<file path="src/rtl/bus_rr_arbiter.sv">
// -----------------------------------------------------------------------------
// bus_rr_arbiter
//
// Round-robin arbiter for the four-master shared system bus (master 0 = IF
// stage, master 1 = MEM stage, masters 2/3 = reserved slots). Exactly one
// master owns the bus at a time. The owner keeps the bus for as long as it
// holds its request. When it releases, the next requester in rotation order
// takes over at the same clock edge, so there is no dead cycle between owners.
//
// Optional feature macro: ARB_WATCHDOG_EN
//   Defined   : an 8-bit hold counter limits how long one owner may keep the
//               bus while other masters wait. When the limit is reached and
//               another request is pending, the grant is forcibly handed on
//               and hold_timeout pulses for one cycle.
//   Undefined : no counter is built, hold_timeout is constant low, and an
//               owner may hold the bus indefinitely.
//
// Parameters
//   HOLD_MAX      watchdog hold limit in cycles, 1..255 (watchdog builds only)
//
// Ports
//   clk           clock, single domain
//   reset         synchronous active-high reset
//   m0_req_..m3_req_    bus requests, active low
//   m0_grnt_..m3_grnt_  bus grants, active low, registered, at most one low
//   owner         index of the current or most recent owner, registered;
//                 also serves as the rotation pointer while idle
//   busy          high while any grant is asserted, registered
//   hold_timeout  one-cycle pulse in the first cycle of a forced handover
// -----------------------------------------------------------------------------
module bus_rr_arbiter #(
  parameter int unsigned HOLD_MAX = 255
) (
  input  logic       clk,
  input  logic       reset,
  input  logic       m0_req_,
  input  logic       m1_req_,
  input  logic       m2_req_,
  input  logic       m3_req_,
  output logic       m0_grnt_,
  output logic       m1_grnt_,
  output logic       m2_grnt_,
  output logic       m3_grnt_,
  output logic [1:0] owner,
  output logic       busy,
  output logic       hold_timeout
);

  // ---------------------------------------------------------------------------
  // Parameter sanity: the counter is 8 bits and a zero limit would revoke a
  // grant before the owner could use the bus at all.
  // ---------------------------------------------------------------------------
  if ((HOLD_MAX < 1) || (HOLD_MAX > 255)) begin : g_bad_hold_max
    $error("bus_rr_arbiter: HOLD_MAX must be in the range 1..255");
  end

  // ---------------------------------------------------------------------------
  // State encoding
  // ---------------------------------------------------------------------------
  localparam logic [0:0] ST_IDLE  = 1'b0;
  localparam logic [0:0] ST_GRANT = 1'b1;

  // ---------------------------------------------------------------------------
  // Registered state
  // ---------------------------------------------------------------------------
  logic [0:0] state_q,        state_d;
  logic [1:0] owner_q,        owner_d;
  logic [3:0] grnt_q,         grnt_d;          // active-high, one-hot or zero
  logic       busy_q,         busy_d;
  logic       hold_timeout_q, hold_timeout_d;

  // ---------------------------------------------------------------------------
  // Request decode (internally everything is active high)
  // ---------------------------------------------------------------------------
  logic [3:0] req_vec;
  logic [3:0] owner_mask;       // one-hot decode of owner_q
  logic [3:0] others_vec;       // requests from everyone except the owner
  logic       any_req;
  logic       owner_req;
  logic       others_pending;
  logic       wd_revoke;        // watchdog demands a forced handover

  assign req_vec = ~{m3_req_, m2_req_, m1_req_, m0_req_};

  for (genvar gi = 0; gi < 4; gi++) begin : g_owner_dec
    assign owner_mask[gi] = (owner_q == 2'(gi));
  end

  assign others_vec     = req_vec & ~owner_mask;
  assign any_req        = |req_vec;
  assign owner_req      = |(req_vec & owner_mask);
  assign others_pending = |others_vec;

  // ---------------------------------------------------------------------------
  // Round-robin pick: search last+1, last+2, last+3, last (mod 4) and return
  // the first requester found. The most recent owner is therefore always the
  // lowest-priority candidate. Callers only use the result when req is
  // non-zero, so the "nothing found" return value is irrelevant.
  // ---------------------------------------------------------------------------
  function automatic logic [1:0] rr_pick(input logic [3:0] req,
                                         input logic [1:0] last);
    logic [1:0] pick;
    logic [1:0] cand;
    logic       found;
    pick  = last;
    found = 1'b0;
    for (int i = 1; i <= 4; i++) begin
      cand = last + 2'(i);
      if (!found && req[cand]) begin
        pick  = cand;
        found = 1'b1;
      end
    end
    return pick;
  endfunction

  function automatic logic [3:0] onehot4(input logic [1:0] idx);
    return 4'b0001 << idx;
  endfunction

  // ---------------------------------------------------------------------------
  // Hold watchdog
  // ---------------------------------------------------------------------------
`ifdef ARB_WATCHDOG_EN
  localparam logic [7:0] HOLD_LIMIT = 8'(HOLD_MAX);

  logic [7:0] hold_cnt_q, hold_cnt_d;

  // The limit is only enforced when someone else is actually waiting; a lone
  // owner simply saturates the counter and keeps the bus.
  assign wd_revoke = (state_q == ST_GRANT) && owner_req && others_pending &&
                     (hold_cnt_q == HOLD_LIMIT);

  // The counter measures consecutive held cycles of the current owner. Any
  // grant change (new grant from idle, voluntary handover, forced handover,
  // release to idle) restarts it from zero.
  always_comb begin
    hold_cnt_d = hold_cnt_q;
    if ((state_q != ST_GRANT) || !owner_req || wd_revoke) begin
      hold_cnt_d = 8'd0;
    end else if (hold_cnt_q != HOLD_LIMIT) begin
      hold_cnt_d = hold_cnt_q + 8'd1;
    end
  end

  always_ff @(posedge clk) begin
    if (reset) begin
      hold_cnt_q <= 8'd0;
    end else begin
      hold_cnt_q <= hold_cnt_d;
    end
  end
`else
  assign wd_revoke = 1'b0;
`endif

  // ---------------------------------------------------------------------------
  // Next-state logic
  // ---------------------------------------------------------------------------
  always_comb begin
    logic [1:0] winner;

    state_d        = state_q;
    owner_d        = owner_q;
    grnt_d         = grnt_q;
    busy_d         = busy_q;
    hold_timeout_d = 1'b0;
    winner         = owner_q;

    case (state_q)
      ST_IDLE: begin
        grnt_d = 4'b0000;
        busy_d = 1'b0;
        if (any_req) begin
          // owner_q still holds the most recent owner, so the rotation
          // continues where it left off before the idle period.
          winner  = rr_pick(req_vec, owner_q);
          owner_d = winner;
          grnt_d  = onehot4(winner);
          busy_d  = 1'b1;
          state_d = ST_GRANT;
        end
      end

      ST_GRANT: begin
        if (owner_req) begin
          // Owner keeps the bus unless the watchdog has expired with other
          // masters waiting; then the bus moves on exactly as if the owner
          // had released it.
          if (wd_revoke) begin
            winner         = rr_pick(others_vec, owner_q);
            owner_d        = winner;
            grnt_d         = onehot4(winner);
            hold_timeout_d = 1'b1;
          end
        end else if (others_pending) begin
          // Direct handover in the same edge: no idle cycle between owners.
          winner  = rr_pick(others_vec, owner_q);
          owner_d = winner;
          grnt_d  = onehot4(winner);
        end else begin
          // Nobody wants the bus. owner_q is left alone as rotation pointer.
          grnt_d  = 4'b0000;
          busy_d  = 1'b0;
          state_d = ST_IDLE;
        end
      end

      default: begin
        grnt_d  = 4'b0000;
        busy_d  = 1'b0;
        state_d = ST_IDLE;
      end
    endcase
  end

  // ---------------------------------------------------------------------------
  // State registers. Reset puts owner at 3 so that master 0 is the first
  // candidate in the search after reset.
  // ---------------------------------------------------------------------------
  always_ff @(posedge clk) begin
    if (reset) begin
      state_q        <= ST_IDLE;
      owner_q        <= 2'd3;
      grnt_q         <= 4'b0000;
      busy_q         <= 1'b0;
      hold_timeout_q <= 1'b0;
    end else begin
      state_q        <= state_d;
      owner_q        <= owner_d;
      grnt_q         <= grnt_d;
      busy_q         <= busy_d;
      hold_timeout_q <= hold_timeout_d;
    end
  end

  // ---------------------------------------------------------------------------
  // Outputs (all straight from flops)
  // ---------------------------------------------------------------------------
  assign {m3_grnt_, m2_grnt_, m1_grnt_, m0_grnt_} = ~grnt_q;
  assign owner        = owner_q;
  assign busy         = busy_q;
  assign hold_timeout = hold_timeout_q;

  // ---------------------------------------------------------------------------
  // Structural invariants
  // ---------------------------------------------------------------------------
  a_grant_onehot: assert property (@(posedge clk) disable iff (reset)
    $onehot0(grnt_q));

  a_busy_matches_grant: assert property (@(posedge clk) disable iff (reset)
    busy_q == (grnt_q != 4'b0000));

  a_grant_matches_owner: assert property (@(posedge clk) disable iff (reset)
    (grnt_q != 4'b0000) |-> (grnt_q == onehot4(owner_q)));

  // A grant can only appear for a master that was requesting at that edge.
  for (genvar gi = 0; gi < 4; gi++) begin : g_grant_chk
    a_grant_needs_req: assert property (@(posedge clk) disable iff (reset)
      (grnt_q[gi] && !$past(grnt_q[gi])) |-> $past(req_vec[gi]));
  end

endmodule

</file>
<file path="config.mk">
export PLATFORM = sky130hd
export DESIGN_NAME = bus_rr_arbiter
export DESIGN_NICKNAME = d
export VERILOG_FILES = /design/src/rtl/bus_rr_arbiter.sv
export SDC_FILE = /design/constraint.sdc
export NUM_CORES = 1
export LEC_CHECK = 0
export ABC_AREA = 1
export ABC_CLOCK_PERIOD_IN_PS = 2460
export BUFFER_PORTS_ARGS = -buffer_cell sky130_fd_sc_hd__buf_2
export CAP_MARGIN = 20
export CORE_MARGIN = 8
export CORE_UTILIZATION = 50
export CTS_CLUSTER_DIAMETER = 40
export DETAILED_ROUTE_END_ITERATION = 7
export PLACE_DENSITY = 0.72
export SYNTH_ARGS = -nofsm -noshare
export SYNTH_HDL_FRONTEND = slang
export SYNTH_SLANG_ARGS = --single-unit
</file>
<file path="constraint.sdc">
create_clock -name clk -period 2.46 [get_ports clk]
set_clock_uncertainty 0.15 [all_clocks]
set_input_delay 0.246 -clock clk [delete_from_list [all_inputs] [get_ports clk]]
set_output_delay 0.246 -clock clk [all_outputs]
set_load 0.03 [all_outputs]
</file>
==> qor.yml <==
fin_crit_sh: 0.855
via_count: 1035
drv_slew: 0
clockRootBuffer: "clkbuf_4"
die-height_um: 58.6
portBuffers: 12
drtIter0Drc: 29
worstPathRequired_ns: 2.48
routedWlPerCell_um: 10.6
synth_area_leaders: "nand2_1 (22%), dfxtp_1 (18%), nand3_1 (11%)"
swShare: 0.584
fp.dieW_um: 58.6
clockPowerShare: 0.070
setup.worst_path.class: "flip-flop to flip-flop"
drt_wl_total_mm: 2.15
hp-class: "input port to flip-flop"
grt_max_degree: 12
rsz0062_at_grt: "false"
cts_tree: "yes"
seq_area_frac_synth: 0.177
intPower_w: 0.000610
viasPerCell: 5.12
synth_top_area_frac: 0.224
post-synth-top-area-cell: "nand2_1"
synth_warnings: 0
drc: 0
dpl.hpwl_mm: 1.76
grt_overflow: 0
place_ws_ns: 0.226
antenna_found_initial: 0
final_antenna_net_count: 0
htreeDepth: 1
dr.pass1.iters: 4
ir_worst_vdd_mv: 0.733
post_cts_resized: 0
cp.arrival_ns: 2.12
fill_cells: 182
netlist_area_um2: 906
synth_cell_types: 20
cts_setup_buffers: 0
nNetsFinal: 189
rows: 15
combPwrFrac: 0.789
start_util: 0.530
place_area_um2: 1000
cts_sinks: 8
syn-instance-count: 161
switching_power_w: 0.000855
worst_setup_path_start_kind: "flip-flop"
drive_gt1_frac: 0.209
grt_pass1_wl_mm: 3.84
maxCapViolCount: 0
setup_viol: 0
syn-num-nets: 171
synth-seq-cells: 8
dieArea_um2: 3430
hold_violations: 0
core_region_area_um2: 1710
power_frac_seq: 0.141
track_usage: 0.137
post-route-util: 0.600
ios: 14
hold_buffers: 0
layout_common_cells: "nand2_1 (54), inv_1 (20), nand3_1 (20)"
fin_ws_ns: 0.357
grt_pass1_vias: 917
syn_area_per_cell_um2: 5.63
endpoint_kind: "flip-flop"
stdcell_area_um2: 1020
cellLeakagePower_nw: 0.577
p_per_area_nw_per_um2: 1430
min_period_ns: 2.10
clockBufferDepth: 2
max_freq_mhz: 476
clk_latency_ns: 0.25
gp_congestion: 0.905
area_growth_pct: 13.1
path_max_fanout: 11
outcome: "finished, final reports clean"
final.setup.tns_ns: 0
insertedDiodeCount: 0
clk_pin_slew_ns: 0.06
layout_commonest_cell: "nand2_1"
cts_buffers: 3
sequential cells by signal (all words and copies together) (netlist names):
name,count
grnt_q,4
owner,2
busy,1
state_q,1
final timing paths:
path                                from                      to  slack [ns]  depth (start not counted)
setup / recovery   owner[0]$_SDFFE_PP1P_  grnt_q[0]$_SDFFE_PP0P_        0.36                         12
hold / removal                     reset      state_q$_SDFF_PP0_        0.02                          2
setup reg to reg   owner[0]$_SDFFE_PP1P_  grnt_q[0]$_SDFFE_PP0P_        0.36                         12
hold reg to reg   grnt_q[3]$_SDFFE_PP0P_  grnt_q[3]$_SDFFE_PP0P_        0.37                          2
Yosys cell counts:
cell type,count
nor3_1,3
nand4_1,6
nand2_1,54
nand2_2,8
inv_1,20
nand3_2,5
inv_2,2
nand3_1,20
buf_6,1
o21ai_2,1
or2_2,1
o21ai_1,2
dfxtp_1,8
o21ai_0,8
ha_1,4
conb_1,1
nor2_1,14
nor3_2,1
buf_4,1
o211ai_1,1
per-layer routing:
layer	wire length (um)	vias up	global-route usage
li1	-	547	-
met1	1040	457	0.179
met2	949	28	0.211
met3	145	3	0.0500
met4	13	0	0.0245
met5	0	-	0
final cells by class:
type	instances	area, um2	area share
repair buffers	15	82.6	0.0806
clock buffers	3	22.5	0.0220
flip-flops and latches	8	161	0.158
multi-input cells	129	644	0.629
well taps	25	31.3	0.0305
inverters	22	82.6	0.0806
metrics by stage:
step / power, W / cells / hold slack, ns
after floorplan: 0.00113 / 161 / 0.168
after detailed placement: 0.00136 / 199 / 0.290
after CTS: 0.00147 / 202 / 0.0188
final: 0.00146 / 202 / 0.0224
after global routing: 0.00165 / 202 / 0.0440
after global placement: 0.00134 / 199 / 0.285
power groups by stage:
stage | clock, W | combinational [W] | sequential, W
after detailed placement | 0 | 0.00115 | 0.000207
after floorplan | 0 | 0.000889 | 0.000240
after global routing | 0.000111 | 0.00132 | 0.000213
after CTS | 0.000108 | 0.00116 | 0.000205
final | 0.000103 | 0.00116 | 0.000206
after global placement | 0 | 0.00114 | 0.000205
critical path: stages, from the launching register on:
cell and delay, ns:
dfxtp_2 0.40, inv_2 0.12, ha_1 0.33, inv_1 0.19
nand3_1 0.14, nand2_2 0.12, nand3_1 0.10, nand3_1 0.10
nand2_1 0.10, nand3_1 0.09, nand3_1 0.07, nand2_1 0.06
inv_1 0.03
kinds of logic after synthesis:
group / synth area share
AOI/OAI and AO/OA: 0.0732
adders and majority gates: 0.0553
buffers and inverters: 0.112
DFF: 0.177
other: 0.00414
and+or+nand+nor: 0.579
Power figures use the tool's default switching activity.
